`config.mk`:
```
export PLATFORM = sky130hd
export DESIGN_NAME = button_debouncer_flat
export DESIGN_NICKNAME = d
export VERILOG_FILES = /design/src/rtl/button_debouncer_if.sv /design/src/rtl/button_debouncer.sv /design/src/flat_wrapper.sv
export SDC_FILE = /design/constraint.sdc
export NUM_CORES = 1
export LEC_CHECK = 0
export BUFFER_PORTS_ARGS = -buffer_cell sky130_fd_sc_hd__buf_2
export CAP_MARGIN = 30
export CORE_AREA = 4 4 41 43
export CTS_CLUSTER_DIAMETER = 50
export DETAILED_ROUTE_END_ITERATION = 10
export DIE_AREA = 0 0 45 47
export HOLD_SLACK_MARGIN = 0.12
export PLACE_DENSITY = 0.52
export REMOVE_ABC_BUFFERS = 1
export SYNTH_ARGS = -nofsm -noshare
export SYNTH_HDL_FRONTEND = slang
export SYNTH_SLANG_ARGS = --single-unit
```
`constraint.sdc`:
```
create_clock -name clk -period 1.2 [get_ports clk]
set_input_delay 0 -clock clk [delete_from_list [all_inputs] [get_ports clk]]
set_output_delay 0 -clock clk [all_outputs]
set_load 0.05 [all_outputs]
```
`src/rtl/button_debouncer_if.sv`:
```
// ----------------------------------------------------------------------------
// button_debouncer_if
//   Signal bundle between a raw push-button source and the debouncer.
//
//   raw_in        raw, asynchronous button/switch level (driven by the master)
//   level_out     debounced level, 1 = pressed (driven by the debouncer)
//   busy          1 while a candidate level change is being timed
//   glitch_count  8-bit saturating rejected-bounce count; present only when
//                 DEBOUNCE_GLITCH_CNT_EN is defined
//
//   master : the button/source side (drives raw_in, observes the results)
//   slave  : the debouncer side
// ----------------------------------------------------------------------------
interface button_debouncer_if;

    logic       raw_in;
    logic       level_out;
    logic       busy;
`ifdef DEBOUNCE_GLITCH_CNT_EN
    logic [7:0] glitch_count;

    modport master (
        output raw_in,
        input  level_out,
        input  busy,
        input  glitch_count
    );

    modport slave (
        input  raw_in,
        output level_out,
        output busy,
        output glitch_count
    );
`else
    modport master (
        output raw_in,
        input  level_out,
        input  busy
    );

    modport slave (
        input  raw_in,
        output level_out,
        output busy
    );
`endif

endinterface : button_debouncer_if

```
`src/rtl/button_debouncer.sv`:
```
// ----------------------------------------------------------------------------
// button_debouncer
//   Turns one raw, asynchronous push-button/switch input into a clean,
//   synchronous level for the rising-edge one-shot stage downstream.
//
//   raw_in -> 2-FF synchronizer -> polarity normalize -> stability FSM
//          -> level_out
//
//   A new level is accepted only after the normalized sample has held it for
//   STABLE_CYCLES consecutive clocks. With the raw value held, level_out
//   changes on the (STABLE_CYCLES+2)-th edge, counting the edge at which the
//   first synchronizer flop captures the new value as edge 1.
//
// Parameters
//   STABLE_CYCLES  consecutive samples needed to accept a level (>= 2)
//   ACTIVE_LOW     1: raw_in = 0 means pressed
//
// Ports
//   clk            system clock
//   reset          synchronous, active-high reset
//   bus (slave)    raw_in, level_out, busy [, glitch_count]
//
// Configuration macro
//   DEBOUNCE_GLITCH_CNT_EN  adds the 8-bit saturating glitch_count register,
//                           incremented on every rejected bounce and cleared
//                           only by reset.
// ----------------------------------------------------------------------------
module button_debouncer #(
    parameter int STABLE_CYCLES = 4,
    parameter bit ACTIVE_LOW    = 1'b0
) (
    input  logic          clk,
    input  logic          reset,
    button_debouncer_if.slave bus
);

    if (STABLE_CYCLES < 2) begin : g_bad_stable_cycles
        $error("button_debouncer: STABLE_CYCLES must be >= 2");
    end

    localparam int CNT_W = $clog2(STABLE_CYCLES + 1);
    localparam logic [CNT_W-1:0] CNT_LAST = CNT_W'(STABLE_CYCLES - 1);
    localparam logic [CNT_W-1:0] CNT_ONE  = CNT_W'(1);

    typedef enum logic [1:0] {
        STABLE_LOW,
        WAIT_HIGH,
        STABLE_HIGH,
        WAIT_LOW
    } state_t;

    // ------------------------------------------------------------------
    // Synchronizer, reset to the idle (not pressed) raw level
    // ------------------------------------------------------------------
    logic sync1;
    logic sync2;
    logic s;

    always_ff @(posedge clk) begin
        if (reset) begin
            sync1 <= ACTIVE_LOW;
            sync2 <= ACTIVE_LOW;
        end else begin
            sync1 <= bus.raw_in;
            sync2 <= sync1;
        end
    end

    // Normalized sample: 1 = pressed regardless of button polarity
    assign s = sync2 ^ ACTIVE_LOW;

    // ------------------------------------------------------------------
    // Stability FSM
    // ------------------------------------------------------------------
    state_t           state_q;
    state_t           state_d;
    logic [CNT_W-1:0] cnt_q;
    logic [CNT_W-1:0] cnt_d;
    logic             level_q;
    logic             level_d;
    logic             busy_q;
    logic             busy_d;

    // State register; the outputs are registered from the next state so
    // that they change on the same edge as the state and never glitch.
    always_ff @(posedge clk) begin
        if (reset) begin
            state_q <= STABLE_LOW;
            cnt_q   <= '0;
            level_q <= 1'b0;
            busy_q  <= 1'b0;
        end else begin
            state_q <= state_d;
            cnt_q   <= cnt_d;
            level_q <= level_d;
            busy_q  <= busy_d;
        end
    end

    // Next-state logic. A sample reverting on the edge where the count
    // would complete is checked first, so the revert wins.
    always_comb begin
        state_d = state_q;
        cnt_d   = cnt_q;
        unique case (state_q)
            STABLE_LOW: begin
                if (s) begin
                    state_d = WAIT_HIGH;
                    cnt_d   = CNT_ONE;
                end
            end
            WAIT_HIGH: begin
                if (!s) begin
                    state_d = STABLE_LOW;
                end else if (cnt_q == CNT_LAST) begin
                    state_d = STABLE_HIGH;
                end else begin
                    cnt_d = cnt_q + CNT_ONE;
                end
            end
            STABLE_HIGH: begin
                if (!s) begin
                    state_d = WAIT_LOW;
                    cnt_d   = CNT_ONE;
                end
            end
            WAIT_LOW: begin
                if (s) begin
                    state_d = STABLE_HIGH;
                end else if (cnt_q == CNT_LAST) begin
                    state_d = STABLE_LOW;
                end else begin
                    cnt_d = cnt_q + CNT_ONE;
                end
            end
            default: begin
                state_d = STABLE_LOW;
                cnt_d   = '0;
            end
        endcase
    end

    // Output decode of the next state
    always_comb begin
        level_d = 1'b0;
        busy_d  = 1'b0;
        unique case (state_d)
            STABLE_LOW:  begin level_d = 1'b0; busy_d = 1'b0; end
            WAIT_HIGH:   begin level_d = 1'b0; busy_d = 1'b1; end
            STABLE_HIGH: begin level_d = 1'b1; busy_d = 1'b0; end
            WAIT_LOW:    begin level_d = 1'b1; busy_d = 1'b1; end
            default:     begin level_d = 1'b0; busy_d = 1'b0; end
        endcase
    end

    assign bus.level_out = level_q;
    assign bus.busy      = busy_q;

`ifdef DEBOUNCE_GLITCH_CNT_EN
    // ------------------------------------------------------------------
    // Rejected-bounce counter, saturating at 255
    // ------------------------------------------------------------------
    logic       glitch_event;
    logic [7:0] glitch_q;

    always_comb begin
        glitch_event = ((state_q == WAIT_HIGH) && (state_d == STABLE_LOW)) ||
                       ((state_q == WAIT_LOW)  && (state_d == STABLE_HIGH));
    end

    always_ff @(posedge clk) begin
        if (reset) begin
            glitch_q <= '0;
        end else if (glitch_event && (glitch_q != '1)) begin
            glitch_q <= glitch_q + 8'd1;
        end
    end

    assign bus.glitch_count = glitch_q;
`endif

endmodule : button_debouncer

```
`src/flat_wrapper.sv`:
```
// flat-port wrapper written by rule: the top's interface ports become plain ports
module button_debouncer_flat 
#(
    parameter int STABLE_CYCLES = 4,
    parameter bit ACTIVE_LOW    = 1'b0
)
  (clk, reset, bus_raw_in, bus_level_out, bus_busy);
  button_debouncer_if bus_i ();
  input  logic clk;
  input  logic reset;
  input wire logic [$bits(bus_i.raw_in)-1:0] bus_raw_in;
  output wire logic [$bits(bus_i.level_out)-1:0] bus_level_out;
  output wire logic [$bits(bus_i.busy)-1:0] bus_busy;
  assign bus_i.raw_in = bus_raw_in;
  assign bus_level_out = bus_i.level_out;
  assign bus_busy = bus_i.busy;
  button_debouncer #(.STABLE_CYCLES(STABLE_CYCLES), .ACTIVE_LOW(ACTIVE_LOW)) u_core (.clk(clk), .reset(reset), .bus(bus_i));
endmodule
```
==> results.toml, run 1 <==
[place]
place.gp.congestion = 0.742
dp_hpwl_microns = 384
portBuffers = 4
dp.cells = 52

[layout]
fin_cells = 57
fillers = 146
multi_input_area_sq_um = 173
layout-drive-gt1-share_pct = 35.7
final_nets = 49
regArea_sq_um = 160
syn_to_final_growth_pct = 40.2
final_common_cell = "dfxtp_1"
antenna_cells = 0

[detailed_routing]
viasPerCell = 4.33
vias = 247
drcViolationCount = 0
wl_microns = 546
drt_iter0_drc = 0
wl_per_cell_microns = 9.58
dr.pass1.iters = 1
drtAntennaViolNets = 0

[run_status]
status = "finished clean"

[power_and_ir_drop]
seq_power_share_pct = 55.5
p_int_mw = 0.401
pwr-share-comb_pct = 6.0
switching_power_mw = 0.0972
power_density_nw_per_um2 = 1160
peakVddDrop_v = 0.000444
p_clk_share_pct = 38.4
power_leakage_nw = 0.160
swShare_pct = 19.5

[critical_path]
path_max_fanout = 4
critPathMaxStageDelay_ns = 0.31
crit_chain = "ha_2 -> ha_4 -> and2_4 -> o21ai_1 -> a21oi_1"
end_kind = "register"
crit_type = "register to register"
cp-start-kind = "register"
arrival_ns = 1.28
critical_path_required_ns = 1.33
crit_slowest_cell = "dfxtp_1"

[timing]
min_period_ns = 1.15
min_period_over_period_pct = 95.7
hold_viol = 0
tightest_slew_ns = 0.375
fmax_mhz = 871
tns_ns = 0
finalSetupViolations = 0
max_slew_margin_pct = 74.8
drv_slew = 0
fin_worst_skew_ns = 0.00120

[die]
fp.dieW_microns = 45
core_area_sq_um = 1300
dieArea_sq_um = 2120
initial_utilization_pct = 23.5
rows = 13
num_io_pins = 5
die_y_microns = 47

[run]
maxCapViolCount = 0

[logic_synthesis]
yosysSeqAreaShare_pct = 52.5
synth_area_leaders = "dfxtp_1 (52%), a21oi_1 (8.2%), ha_1 (8.2%), nor3_1 (4.9%), nand2_1 (4.9%)"
synth_seq_cells = 8
syn_area_per_cell_sq_um = 9.54
synth.distinct_cells = 13
ys_warn_count = 0
syn_inst = 32
synth_area_sq_um = 305
synth_top_area_share_pct = 52.5
yosysTopAreaCell = "dfxtp_1"

[clock_network]
cts.path.max_buffers = 2
htreeDepth = 1
root_buffer = "clkbuf_4"
cts_buffers = 3
clock_latency_ns = 0.24
clock_sinks = 8
clkSlewWorstSetupHoldPaths_ns = 0.05
cts_tree = "yes"

[global_routing]
grt_max_degree = 9
antenna_found_initial = 0
grt_pass1_wl_microns = 931
grt_usage_pct = 6.42
grt_remaining_overflow = 0
grt_pass1_vias = 236

[worst_hold_path]
hold_class = "register to register"
==> stage by stage <==
step	hold slack [ns]	total power [mW]	worst slack, ns	util, %	cell area (sq um)
4_1_cts	0.442	0.510	0.0242	31.4	409
6_report	0.438	0.498	0.0513	32.9	428
5_1_grt	0.443	0.530	-0.00393	32.9	428
2_1_floorplan	0.0691	0.293	0.00572	-	305
3_3_place_gp	0.214	0.305	-0.0678	27.0	352
3_5_place_dp	0.221	0.304	-0.0673	27.0	352
==> power by group through the flow <==
stage	Combinational (mW)	Clock [mW]	Sequential (mW)
after detailed placement	0.0230	0	0.281
after global routing	0.0338	0.219	0.277
final	0.0301	0.192	0.277
after floorplan	0.00840	0	0.284
after CTS	0.0305	0.203	0.276
after global placement	0.0234	0	0.281
==> worst max-delay path, delay by kind of cell, from the launching register on <==
kind | cells | cell delay [ns]
AOI/OAI and AO/OA | 2 | 0.19
adders and majority gates | 2 | 0.36
DFF | 1 | 0.31
and+or+nand+nor | 1 | 0.17
==> cells by family after synthesis <==
| kind of cell | after synthesis | synth area share [%] |
|---|---|---|
| and+or+nand+nor | 12 | 20.9 |
| DFF | 8 | 52.5 |
| AOI/OAI and AO/OA | 7 | 11.5 |
| xor gates and xnor gates | 2 | 5.74 |
| adders and majority gates | 2 | 8.20 |
| buffers and inverters | 1 | 1.23 |
==> cell usage after synthesis <==
master    instances
xnor2_1           1
nand4b_1          1
dfxtp_1           8
nand4_1           1
inv_1             1
ha_1              2
xor2_1            1
and2_1            1
a21oi_1           5
nand2_1           4
nor3_1            3
nor2b_1           2
o21ai_0           2
==> cell type report <==
type	count	area share, %
Timing Repair Buffer	7	11.7
Inverter	1	0.877
Clock buffer	3	5.26
Sequential cell	8	37.4
Tap cell	15	4.39
Multi-Input combinational cell	23	40.4
==> repair_timing <==
item	4_1_cts	5_1_grt
gates resized for setup	4	8
hold buffers	3	0
hold endpoints to repair	8	0
setup buffers	0	0
endpoints found under the setup margin	2	6
pin swaps	0	0
==> per-layer routing <==
metal	wire (microns)	vias to the layer above	part of all wire [%]	global-route usage, %
li1	-	132	-	-
met1	240	111	44	7.11
met2	283	4	52	9.89
met3	22	0	4.0	3.45
met4	0	0	0	3.51
met5	0	-	0	0
==> worst paths after layout <==
path	slack (ns)	endpoint	cells past startpoint	startpoint
setup / recovery	0.05	u_core.cnt_q[1]$_SDFFE_PP0P_	5	u_core.cnt_q[0]$_SDFFE_PP0P_
hold / removal	0.44	u_core.s$_SDFF_PP0_	1	u_core.sync1$_SDFF_PP0_
setup reg to reg	0.05	u_core.cnt_q[1]$_SDFFE_PP0P_	5	u_core.cnt_q[0]$_SDFFE_PP0P_
hold reg to reg	0.44	u_core.s$_SDFF_PP0_	1	u_core.sync1$_SDFF_PP0_
==> registers in the layout (all words and copies together), names as in the netlist <==
register / count
u_core.bus.level_out: 1
u_core.state_q: 1
u_core.s: 1
u_core.sync1: 1
u_core.cnt_q: 3
u_core.bus.busy: 1
Power figures use the tool's default switching activity.
==> run 2: changes to the inputs <==
==> constraint.sdc (replaced) <==
create_clock -name clk -period 1.2 [get_ports clk]
set_input_delay 0.06 -clock clk [delete_from_list [all_inputs] [get_ports clk]]
set_output_delay 0.06 -clock clk [all_outputs]
set_load 0.05 [all_outputs]
==> run 2 against run 1 <==
  * Sequential power barely moved
  * Die area did not move
  * Count of clock-buffer cells in the layout did not move
  * Largest cell class unchanged
  * Highest routed layer unchanged
  * Setup slack got worse by 0.0016 ns
  * Power barely moved
  * Largest power group unchanged
==> results.toml, run 2 (synthesis results as in run 1) <==
[critical_path]
path_max_fanout = 4
critPathMaxStageDelay_ns = 0.31
timing.rr.end = "u_core.cnt_q[1]$_SDFFE_PP0P_"
end_kind = "register"
worst-r2r-setup-slack_ns = 0.05
r2r_cells = 5
crit_type = "register to register"
critPathBufInv = 0
rr_startpoint = "u_core.cnt_q[0]$_SDFFE_PP0P_"
crit_slowest_cell = "dfxtp_1"
crit_chain = "ha_2 -> ha_4 -> and2_4 -> o21ai_1 -> a21oi_1"
cp-start-kind = "register"
arrival_ns = 1.28
critical_path_required_ns = 1.33
crit_family = "adder cells"

[clock_network]
cts_tree = "yes"
clock_sinks = 8
post_cts_buffers = 0
clock_latency_ns = 0.24
cts_buffers = 3
clkSlewWorstSetupHoldPaths_ns = 0.05
root_buffer = "clkbuf_4"
htreeDepth = 1
cts.path.max_buffers = 2

[die]
dieArea_sq_um = 2120
num_io_pins = 5
rows = 13
initial_utilization_pct = 23.5
die_y_microns = 47
core_area_sq_um = 1300
fp.dieW_microns = 45

[detailed_routing]
vias = 248
drtAntennaViolNets = 0
drt_iter0_drc = 0
drcViolationCount = 0
viasPerCell = 4.35
wl_microns = 546
wl_per_cell_microns = 9.58
dr.pass1.iters = 1

[timing]
min_period_over_period_pct = 95.9
finalSetupViolations = 0
hold_viol = 0
max_slew_margin_pct = 74.8
drv_slew = 0
fin_worst_skew_ns = 0.000762
setup_ws_ns = 0.0497
tightest_slew_ns = 0.375
fmax_mhz = 869
min_period_ns = 1.15

[global_routing]
grt_pass1_wl_microns = 890
antenna_found_initial = 0
grt_usage_pct = 6.18
grt_remaining_overflow = 0
grt_pass1_vias = 229
grt_max_degree = 9

[layout]
syn_to_final_growth_pct = 39.3
final_common_cell = "dfxtp_1"
final_cell_mix = "dfxtp_1 (8), buf_2 (4)"
antenna_cells = 0
layout-drive-gt1-share_pct = 35.7
largest_reg_flops = 3
top_register = "u_core.cnt_q"
final_nets = 49

[power_and_ir_drop]
power_leakage_nw = 0.159
power_mw = 0.498
switching_power_mw = 0.0977
p_clk_share_pct = 38.6
peakVddDrop_v = 0.000446
power_density_nw_per_um2 = 1170
swShare_pct = 19.6
pwr-share-comb_pct = 5.8
seq_power_share_pct = 55.6
p_int_mw = 0.400

[worst_hold_path]
hold_class = "register to register"
hold_depth = 1
hp-start = "u_core.sync1$_SDFF_PP0_"
hold_end = "u_core.s$_SDFF_PP0_"

[run]
maxCapViolCount = 0

[place]
portBuffers = 4
place.gp.congestion = 0.742
dp_hpwl_microns = 384
pre_cts_slack_ns = -0.0673

[run_status]
status = "finished clean"
## run 2: stage by stage
step | TNS (ns) | instance area (sq um) | hold WS (ns) | utilization, % | cells
final | 0 | 425 | 0.439 | 32.7 | 57
after global routing | -0.00394 | 425 | 0.443 | 32.7 | 57
after CTS | 0 | 399 | 0.442 | 30.7 | 57
after detailed placement | -0.122 | 352 | 0.281 | 27.0 | 52
after global placement | -0.112 | 352 | 0.274 | 27.0 | 52
after floorplan | 0 | 305 | 0.129 | - | 32
## run 2: worst max path at each step
stage | to | slack [ns] | cells after the start | start
floorplan | u_core.cnt_q[1]$_SDFFE_PP0P_ | 0.006 | 5 | u_core.cnt_q[0]$_SDFFE_PP0P_
global placement | u_core.cnt_q[1]$_SDFFE_PP0P_ | -0.07 | 5 | u_core.cnt_q[0]$_SDFFE_PP0P_
detailed placement | u_core.cnt_q[2]$_SDFFE_PP0P_ | -0.07 | 5 | u_core.cnt_q[0]$_SDFFE_PP0P_
CTS | u_core.cnt_q[2]$_SDFFE_PP0P_ | 0.02 | 5 | u_core.cnt_q[0]$_SDFFE_PP0P_
global route | u_core.state_q[1]$_SDFF_PP0_ | -0.004 | 5 | u_core.cnt_q[0]$_SDFFE_PP0P_
finish | u_core.cnt_q[1]$_SDFFE_PP0P_ | 0.05 | 5 | u_core.cnt_q[0]$_SDFFE_PP0P_
## run 2: layout make-up
type                    instances  area (sq um)
clock buffers                   3          22.5
fillers                       147           876
inverters                       1          3.75
multi-input cells              23           173
flip-flops and latches          8           160
well taps                      15          18.8
repair buffers                  7          47.5
## run 2: timing repair
action                     in CTS  in global routing
hold buffers                    2                  0
resized for setup               4                  6
setup endpoints to repair       2                  5
hold endpoints to repair        8                  0
## run 2: worst reg2reg max path: stages, from the launching register on
cell and delay (ns):
dfxtp_1 0.31, ha_2 0.20, ha_4 0.17, and2_4 0.17, o21ai_1 0.12, a21oi_1 0.07
## run 2: power by group through the flow
stage	sequential, mW	clock, mW	combinational (mW)
after global routing	0.277	0.219	0.0322
after CTS	0.276	0.203	0.0281
after global placement	0.281	0	0.0234
after detailed placement	0.281	0	0.0230
final	0.277	0.192	0.0291
after floorplan	0.284	0	0.00840
## run 2: per-layer routing
metal  GRT usage [%]  wire length [microns]
met1            6.88                    241
met2            9.32                    283
met3            3.45                     22
met4            3.51                      0
met5               0                      0
==> run 3: changes to the inputs <==
Settings changed: HOLD_SLACK_MARGIN 0.12 to 0.1, PLACE_DENSITY 0.52 to 0.5.
Clock period 1.2 ns to 1.4 ns, I/O delays scaled along.
==> run 3 against run 2 <==
  * Final cell count did not move
  * Combinational power fell by 19%
  * Power fell by 14%
  * Clock power fell by 12%
  * Count of clock-buffer cells in the layout did not move
  * Worst hold slack got worse by 0.0051 ns
  * Fmax fell by 8.6%
  * Sequential power fell by 14%
  * First-iteration DRC count rose by 3
  * Critical endpoint unchanged
  * Largest cell class is now sequential cells
==> results.toml, run 3 (synthesis results as in run 1) <==
[run_status]
status = "finished clean"

[critical_path]
critPathBufInv = 0
crit_slowest_cell = "dfxtp_1"
rr_startpoint = "u_core.cnt_q[0]$_SDFFE_PP0P_"
critPathMaxStageDelay_ns = 0.32
crit_family = "adder cells"
crit_type = "register to register"
timing.rr.end = "u_core.cnt_q[1]$_SDFFE_PP0P_"
end_kind = "register"
cp-start-kind = "register"
arrival_ns = 1.40
path_common_cell = "ha_1"
critical_path_required_ns = 1.54
path_max_fanout = 4
worst-r2r-setup-slack_ns = 0.14
crit_chain = "ha_1 -> ha_1 -> and2_1 -> o21ai_1 -> a21oi_1"
r2r_cells = 5

[layout]
final_nets = 49
final_common_cell = "dfxtp_1"
top_register = "u_core.cnt_q"
fin_area_sq_um = 397
fin_util_pct = 30.5
layout-drive-gt1-share_pct = 16.7
antenna_cells = 0
largest_reg_flops = 3
syn_to_final_growth_pct = 29.9
fillers = 148
final_cell_mix = "dfxtp_1 (8), a21oi_1 (5), nand2_1 (4), buf_2 (4)"
fin_cells = 57

[global_routing]
antenna_found_initial = 0
grt_max_degree = 9
use_met2_pct = 9.60
grt.busiest_layer = "met2"
grt_remaining_overflow = 0
grt_usage_pct = 7.06
grt_pass1_vias = 253
use_met3_pct = 6.13
use_met1_pct = 8.29
grt_pass1_wl_microns = 1030

[worst_hold_path]
hp-start = "u_core.sync1$_SDFF_PP0_"
hold_depth = 1
hold_end = "u_core.s$_SDFF_PP0_"
hold_class = "register to register"

[timing]
finalSetupViolations = 0
tns_ns = 0
fmax_mhz = 795
fin_worst_skew_ns = 0.00593
min_period_over_period_pct = 89.9
drv_slew = 0
hold_viol = 0
tightest_slew_ns = 0.342
min_period_ns = 1.26
rsz0062_at_grt = "false"
max_slew_margin_pct = 77.0
setup_ws_ns = 0.142

[clock_network]
htreeDepth = 1
clock_latency_ns = 0.25
cts_buffers = 3
clock_sinks = 8
root_buffer = "clkbuf_4"
cts_tree = "yes"
clkSlewWorstSetupHoldPaths_ns = 0.05
cts.path.max_buffers = 2

[die]
rows = 13
dieArea_sq_um = 2120
num_io_pins = 5
die_y_microns = 47
fp.dieW_microns = 45
core_area_sq_um = 1300
initial_utilization_pct = 23.5

[place]
dp_hpwl_microns = 391
portBuffers = 4
place.gp.congestion = 0.675
dp.cells = 51
place_area_sq_um = 344
pre_cts_slack_ns = 0.0999

[detailed_routing]
drt_iter0_drc = 3
vias = 248
wl_per_cell_microns = 9.09
viasPerCell = 4.35
drcViolationCount = 0
wl_microns = 518
dr.pass1.iters = 2
drtAntennaViolNets = 0

[run]
maxCapViolCount = 0

[power_and_ir_drop]
peakVddDrop_v = 0.000548
power_density_nw_per_um2 = 1080
power_leakage_nw = 0.158
run 3: what timing repair did:
| action | 4_1_cts | 5_1_grt |
|---|---|---|
| hold buffers | 3 | 0 |
| gates resized for setup | 0 | 2 |
| hold endpoints to repair | 7 | 0 |
| buffers inserted | 0 | 0 |
| endpoints found under the setup margin | 0 | 1 |
run 3: how the worst max path moves through the flow:
stage,cells after the start,start,slack (ns),end
finish,5,u_core.cnt_q[0]$_SDFFE_PP0P_,0.14,u_core.cnt_q[1]$_SDFFE_PP0P_
detailed placement,5,u_core.cnt_q[0]$_SDFFE_PP0P_,0.1,u_core.cnt_q[1]$_SDFFE_PP0P_
floorplan,5,u_core.cnt_q[0]$_SDFFE_PP0P_,0.21,u_core.cnt_q[1]$_SDFFE_PP0P_
CTS,5,u_core.cnt_q[0]$_SDFFE_PP0P_,0.09,u_core.cnt_q[1]$_SDFFE_PP0P_
global placement,5,u_core.cnt_q[0]$_SDFFE_PP0P_,0.12,u_core.cnt_q[1]$_SDFFE_PP0P_
global route,5,u_core.cnt_q[0]$_SDFFE_PP0P_,0.04,u_core.cnt_q[1]$_SDFFE_PP0P_
run 3: power by group:
| part | total, mW | leakage (nW) | switching (mW) | internal [mW] |
|---|---|---|---|---|
| clock network | 0.169 | 0.0138 | 0.0710 | 0.0976 |
| registers | 0.237 | 0.0651 | 0.00362 | 0.233 |
| logic | 0.0237 | 0.0795 | 0.0115 | 0.0122 |
| total | 0.429 | 0.158 | 0.0861 | 0.343 |
run 3: through the flow:
| stage | hold slack, ns | power [mW] |
|---|---|---|
| 2_1_floorplan | 0.139 | 0.251 |
| 3_3_place_gp | 0.290 | 0.259 |
| 3_5_place_dp | 0.296 | 0.259 |
| 4_1_cts | 0.441 | 0.443 |
| 5_1_grt | 0.460 | 0.453 |
| 6_report | 0.433 | 0.429 |
run 3: layout make-up:
cell class | count | area, sq um | area share, %
multi-input combinational | 23 | 141 | 35.6
clock buffer | 3 | 22.5 | 5.68
tap | 15 | 18.8 | 4.73
sequential | 8 | 160 | 40.4
timing repair buffer | 7 | 50.0 | 12.6
inverter | 1 | 3.75 | 0.946
run 3: worst reg2reg max path, stage by stage (launching register included):
cell and delay (ns):
dfxtp_1 0.32, ha_1 0.20, ha_1 0.20, and2_1 0.21, o21ai_1 0.15, a21oi_1 0.07
run 3: metal layers:
metal / vias up / share of wire, % / wire length, microns
li1: 134 / - / -
met1: 108 / 47 / 244
met2: 6 / 45 / 233
met3: 0 / 7.7 / 40
met4: 0 / 0 / 0
met5: - / 0 / 0
